<file path="src/rtl/seg_scan_pkg.sv">
// Shared constants, FSM state type and index-width helper for the 7-segment scan controller.
package seg_scan_pkg;

  localparam int   NIBBLE_W = 4;
  localparam logic AN_OFF   = 1'b1;
  localparam logic SEG_OFF  = 1'b1;

  typedef enum logic {
    BLANK = 1'b0,
    DRIVE = 1'b1
  } state_t;

  function automatic int idx_width(input int n);
    return (n < 2) ? 1 : $clog2(n);
  endfunction

endpackage

</file>
<file path="src/rtl/seg_scan_timer.sv">
// Slot counter for the scan controller: flags the end of the blanking phase and the end of each digit slot.
module seg_scan_timer #(
  parameter int DIGIT_CYCLES = 50000,
  parameter int BLANK_CYCLES = 500
) (
  input  logic clk,
  input  logic rst_n,
  output logic slot_end,
  output logic blank_done
);

  localparam int            CW        = $clog2(DIGIT_CYCLES);
  localparam logic [CW-1:0] LAST_CNT  = CW'(DIGIT_CYCLES - 1);
  localparam logic [CW-1:0] BLANK_END = CW'(BLANK_CYCLES - 1);
  localparam logic [CW-1:0] CNT_ONE   = CW'(1);

  logic [CW-1:0] cnt;

  // Free-running slot counter, wrapping at the end of every digit slot
  always_ff @(posedge clk) begin
    if (!rst_n) begin
      cnt <= '0;
    end else if (slot_end) begin
      cnt <= '0;
    end else begin
      cnt <= cnt + CNT_ONE;
    end
  end

  assign slot_end   = (cnt == LAST_CNT);
  assign blank_done = (cnt == BLANK_END);

endmodule

</file>
<file path="src/rtl/seg_scan_ctrl.sv">
// Time-multiplexed N-digit common-anode 7-segment scan controller with frame-synchronous double buffering.
// Optional leading-zero suppression is enabled by defining SEG_SCAN_LZ_BLANK_EN.
module seg_scan_ctrl
  import seg_scan_pkg::*;
#(
  parameter int NUM_DIGITS   = 4,
  parameter int DIGIT_CYCLES = 50000,
  parameter int BLANK_CYCLES = 500
) (
  input  logic                           clk,
  input  logic                           rst_n,
  input  logic [NIBBLE_W*NUM_DIGITS-1:0] value,
  input  logic                           load,
  input  logic [NUM_DIGITS-1:0]          digit_en,
  input  logic [NUM_DIGITS-1:0]          dp,
  output logic [NIBBLE_W-1:0]            bin,
  output logic [NUM_DIGITS-1:0]          an_n,
  output logic                           dp_n,
  output logic                           frame_tick
);

  localparam int                      IW       = idx_width(NUM_DIGITS);
  localparam logic [IW-1:0]           LAST_IDX = IW'(NUM_DIGITS - 1);
  localparam logic [IW-1:0]           IDX_ONE  = IW'(1);
  localparam logic [NUM_DIGITS-1:0]   ALL_OFF  = {NUM_DIGITS{AN_OFF}};

  state_t                           state, state_nxt;
  logic [IW-1:0]                    idx, idx_nxt;
  logic [NIBBLE_W*NUM_DIGITS-1:0]   pending, pending_nxt;
  logic [NIBBLE_W*NUM_DIGITS-1:0]   active, active_nxt;
  logic [NIBBLE_W-1:0]              bin_nxt;
  logic [NUM_DIGITS-1:0]            an_nxt;
  logic                             dp_nxt;
  logic [NUM_DIGITS-1:0]            en_eff;
  logic                             slot_end, blank_done, frame_wrap;

  seg_scan_timer #(
    .DIGIT_CYCLES(DIGIT_CYCLES),
    .BLANK_CYCLES(BLANK_CYCLES)
  ) u_timer (
    .clk       (clk),
    .rst_n     (rst_n),
    .slot_end  (slot_end),
    .blank_done(blank_done)
  );

  assign frame_wrap = slot_end && (idx == LAST_IDX);

`ifdef SEG_SCAN_LZ_BLANK_EN
  // A decimal point anchors its digit and everything below it against suppression.
  function automatic logic [NUM_DIGITS-1:0] lz_suppress(
    input logic [NIBBLE_W*NUM_DIGITS-1:0] v,
    input logic [NUM_DIGITS-1:0]          d
  );
    logic run;
    lz_suppress = '0;
    run         = 1'b1;
    for (int i = NUM_DIGITS - 1; i >= 1; i--) begin
      run            = run && (v[NIBBLE_W*i +: NIBBLE_W] == 4'h0) && !d[i];
      lz_suppress[i] = run;
    end
  endfunction

  localparam logic [NUM_DIGITS-1:0] LZ_RESET = {{(NUM_DIGITS-1){1'b1}}, 1'b0};
  logic [NUM_DIGITS-1:0] lz_mask;

  // Suppression mask re-evaluated on the new active buffer at each frame boundary
  always_ff @(posedge clk) begin
    if (!rst_n) begin
      lz_mask <= LZ_RESET;
    end else if (frame_wrap) begin
      lz_mask <= lz_suppress(active_nxt, dp);
    end else begin
      lz_mask <= lz_mask;
    end
  end

  assign en_eff = digit_en & ~lz_mask;
`else
  assign en_eff = digit_en;
`endif

  // State, buffers and registered outputs
  always_ff @(posedge clk) begin
    if (!rst_n) begin
      state      <= BLANK;
      idx        <= '0;
      pending    <= '0;
      active     <= '0;
      bin        <= '0;
      an_n       <= ALL_OFF;
      dp_n       <= SEG_OFF;
      frame_tick <= 1'b0;
    end else begin
      state      <= state_nxt;
      idx        <= idx_nxt;
      pending    <= pending_nxt;
      active     <= active_nxt;
      bin        <= bin_nxt;
      an_n       <= an_nxt;
      dp_n       <= dp_nxt;
      frame_tick <= frame_wrap;
    end
  end

  // Next state, digit index and buffer update
  always_comb begin
    state_nxt = state;
    case (state)
      BLANK:   if (blank_done) state_nxt = DRIVE; else state_nxt = BLANK;
      DRIVE:   if (slot_end)   state_nxt = BLANK; else state_nxt = DRIVE;
      default: state_nxt = BLANK;
    endcase

    if (slot_end) begin
      idx_nxt = (idx == LAST_IDX) ? '0 : idx + IDX_ONE;
    end else begin
      idx_nxt = idx;
    end

    pending_nxt = load ? value : pending;
    // A load on the boundary edge bypasses pending so it shows in the frame just starting
    if (frame_wrap) begin
      active_nxt = load ? value : pending;
    end else begin
      active_nxt = active;
    end
  end

  // Next output values; bin latches at slot start so it settles during blanking
  always_comb begin
    if (slot_end) begin
      bin_nxt = active_nxt[idx_nxt*NIBBLE_W +: NIBBLE_W];
    end else begin
      bin_nxt = bin;
    end

    an_nxt = ALL_OFF;
    dp_nxt = SEG_OFF;
    if ((state_nxt == DRIVE) && en_eff[idx]) begin
      an_nxt[idx] = 1'b0;
      dp_nxt      = ~dp[idx];
    end else begin
      an_nxt = ALL_OFF;
      dp_nxt = SEG_OFF;
    end
  end

endmodule

</file>
<file path="config.mk">
export PLATFORM = sky130hd
export DESIGN_NAME = seg_scan_ctrl
export DESIGN_NICKNAME = d
export VERILOG_FILES = /design/src/rtl/seg_scan_pkg.sv /design/src/rtl/seg_scan_timer.sv /design/src/rtl/seg_scan_ctrl.sv
export SDC_FILE = /design/constraint.sdc
export NUM_CORES = 1
export LEC_CHECK = 0
export ABC_AREA = 1
export BUFFER_PORTS_ARGS = -buffer_cell sky130_fd_sc_hd__buf_2
export CAP_MARGIN = 20
export CORE_MARGIN = 8
export CORE_UTILIZATION = 51
export DETAILED_ROUTE_END_ITERATION = 10
export PLACE_DENSITY_LB_ADDON = 0.2
export SYNTH_ARGS = -nofsm -noshare
export SYNTH_HDL_FRONTEND = slang
export SYNTH_SLANG_ARGS = --single-unit
</file>
<file path="constraint.sdc">
create_clock -name clk -period 1.65 [get_ports clk]
set_clock_uncertainty 0.1 [all_clocks]
set_input_delay 0.165 -clock clk [delete_from_list [all_inputs] [get_ports clk]]
set_output_delay 0.165 -clock clk [all_outputs]
set_load 0.05 [all_outputs]
</file>
==> summary.md <==
| Metric | Value |
|---|---|
| Cell Pwr Density | `785 mW/mm²` |
| Yosys top cell area share | `43.0%` |
| Seq cells post-synth | `61` |
| Num CTS Buffers | `9` |
| Hold Vio Cnt, Final | `0` |
| First-pass GRT wire length | `10800 µm` |
| Post-DRT Antenna Nets | `0` |
| Kind of critical path | `register to register` |
| Vias in the first global route | `2440` |
| Most frequent cells in the layout | `nand2_1 (74), dfxtp_1 (54), inv_1 (50), nor2_1 (40), buf_2 (36)` |
| Post-DP HPWL | `4430 µm` |
| Via density | `4.83` |
| Nets | `490` |
| Inst Count DP | `514` |
| Grt ovf | `0` |
| Slew Limit Headroom | `67.4%` |
| GR peak layer | `met2` |
| Post-synth EDFFs | `0` |
| CTS tree | `built` |
| Actual slew at the worst max-slew pin | `489 ps` |
| Starting Density | `52.3%` |
| Die extent in x | `90.7 µm` |
| Cell taking the most area after synthesis | `dfxtp_1` |
| CTS root buffer | `clkbuf_8` |
| Hold_sp | `dp[1]` |
| RSZ-0062 raised after global routing | `yes` |
| H-tree depth | `3` |
| CTS max path bufs | `2` |
| Cell count after synthesis | `383` |
| Synth cell types | `37` |
| Largest net degree at the start of global routing | `37` |
| Async S/R FF share, synth | `0%` |
| Antenna Cells | `0` |
| Wire per inst | `12.0 µm` |
| Crit. Startpoint | `u_timer.cnt[0]$_SDFF_PP0_` |
| Status | `finished with violations` |
| Pins over their slew limit | `0` |
| Clock-pin slew of the registers on the worst-case setup and hold paths | `60 ps` |
| Final setup margin | `-32.8 ps` |
| Most common cell after layout, fill and taps aside | `nand2_1` |
| GR Util met2 | `23.6%` |
| DRC | `0` |
| Seq/Total Area, Yosys | `43.0%` |
| Port bufs | `36` |
| Gpl congestion | `0.864` |
| Share of layout cells above drive strength 1 | `32.0%` |
| Crit. End Element | `register` |
| Crit path DAT | `1810 ps` |
| Final setup fails | `4` |
| Main area contributors after synthesis | `dfxtp_1 (43%), nand2_1 (10%), inv_1 (6.9%)` |
| Number of top-level pins | `37` |
| Crit path required time | `1780 ps` |
| Initial antenna violation count | `0` |
| Mapped cell area | `0.00284 mm²` |
| Fin crit period | `1680 ps` |
| Setup TNS | `-123 ps` |
| Max-cap viol count | `0` |
| Final WL | `6420 µm` |
| Worst min path class | `input pin to register` |
| Reg2Reg Launch Point | `u_timer.cnt[0]$_SDFF_PP0_` |
| Worst setup SP type | `register` |
| Core area | `0.00544 mm²` |
| CTS sink count | `61` |
| Crit-path max FO | `8` |
| Global routing usage on met1 | `20.2%` |
| Clk_lat worst skew | `330 ps` |
| Die Footprint | `0.00822 mm²` |
| Total track usage | `15.7%` |
| Drt initial violations | `93` |
| Primary FF master, synth | `dfxtp_1` |
| Syn_nets | `415` |
| Routing usage on met3 | `4.74%` |
| Layout Utilization | `67.0%` |
| Failing checks | `negative setup slack` |
| Maximum vdd ir drop | `0.550 mV` |
| Fmax | `594 MHz` |
| Lkg Pwr | `1.71 nW` |
| First-pass iteration count of the detailed router | `4` |
| Via count | `2579` |
| Final Instance Count excl. Fillers | `534` |
| Mean post-synth cell area | `7.42 µm²` |
| Total power | `2.86 mW` |
| Synth-to-Final Area Change | `28.3%` |
| Num rows | `27` |
| Hold_buf cts | `0` |
| Final worst-path cycle share | `102%` |
| Worst hold margin | `40.8 ps` |
| Syn. warnings | `0` |
| Die Ht | `90.7 µm` |
==> worst max-delay path, stage by stage (launching register included) <==
cell and delay, ps:
dfxtp_2 350, ha_4 150, nand3_4 110, nor2_8 220, nand3_2 160, nand2_4 140
inv_4 60, nand2_1 80, nand3_1 70, nand3_1 90, nand2_1 50
==> cell usage after synthesis (2+ instances only) <==
master and count:
nand2_1 79, dfxtp_1 61, inv_1 52, nor2_1 45, nand3_1 25, a21oi_1 22, nand4_1 18, nand2_2 13
o21ai_0 12, nor3_1 7, ha_1 5, o21a_1 4, buf_1 3, nand2_4 3, a211oi_1 2, buf_2 2
buf_6 2, clkbuf_1 2, clkbuf_8 2, inv_2 2, inv_4 2, nand3_4 2, nor2_8 2, o21ai_1 2
or2_2 2
==> final cells by class <==
class,count,area [µm²]
fillers,476,1790
multi-input cells,256,1440
flip-flops and latches,61,1230
repair buffers,74,493
inverters,56,215
clock buffers,14,173
well taps,72,90.1
clock inverters,1,5.00
==> worst paths after layout <==
kind | cells past startpoint | endpoint | slack (ps)
setup / recovery | 10 | bin[3]$_SDFFE_PN0N_ | -30
hold / removal | 4 | dp_n$_SDFF_PN1_ | 40
setup reg to reg | 10 | bin[3]$_SDFFE_PN0N_ | -30
hold reg to reg | 2 | bin[2]$_SDFFE_PN0N_ | 360
==> report_power, final <==
group          switching, mW  total, mW  leakage (nW)  internal, mW
registers             0.0131       1.52         0.500          1.51
logic                 0.0892      0.157          1.12        0.0680
clock network          0.527       1.19        0.0926         0.659
total                  0.629       2.86          1.71          2.23
==> what timing repair did <==
item                                    4_1_cts  5_1_grt
endpoints found under the setup margin        9       19
pin swaps                                     4        7
cloned                                        1        1
buffers inserted                              2        1
gates resized for setup                       7       30
==> metal layers <==
metal / wire length, µm / share of wire (%) / vias to the layer above
met2: 2870 / 45 / 49
met3: 360 / 5.6 / 9
met1: 3100 / 48 / 1141
met5: 0 / 0 / -
li1: - / - / 1380
met4: 87 / 1.4 / 0
==> metrics by stage <==
step,area [µm²],setup WS [ps]
floorplan,2860,28.7
global placement,3310,-56.5
detailed placement,3310,-86.1
CTS,3530,-49.8
global route,3650,-153
finish,3650,-32.8
==> cell families after synthesis <==
kind of cell               Yosys count  synth area share, %
AOI/OAI and AO/OA                   46                 9.24
xor gates and xnor gates             2                0.616
adders and majority gates            5                 2.20
buffers and inverters               68                 10.6
DFF                                 61                 43.0
and+or+nand+nor                    201                 34.4
==> registers in the layout, summed over array words and instances (netlist names) <==
register     cells
u_timer.cnt     16
dp_n             1
active          16
idx              2
an_n             4
pending         16
bin              4
frame_tick       1
state            1
(Power assumes the default switching activity.)
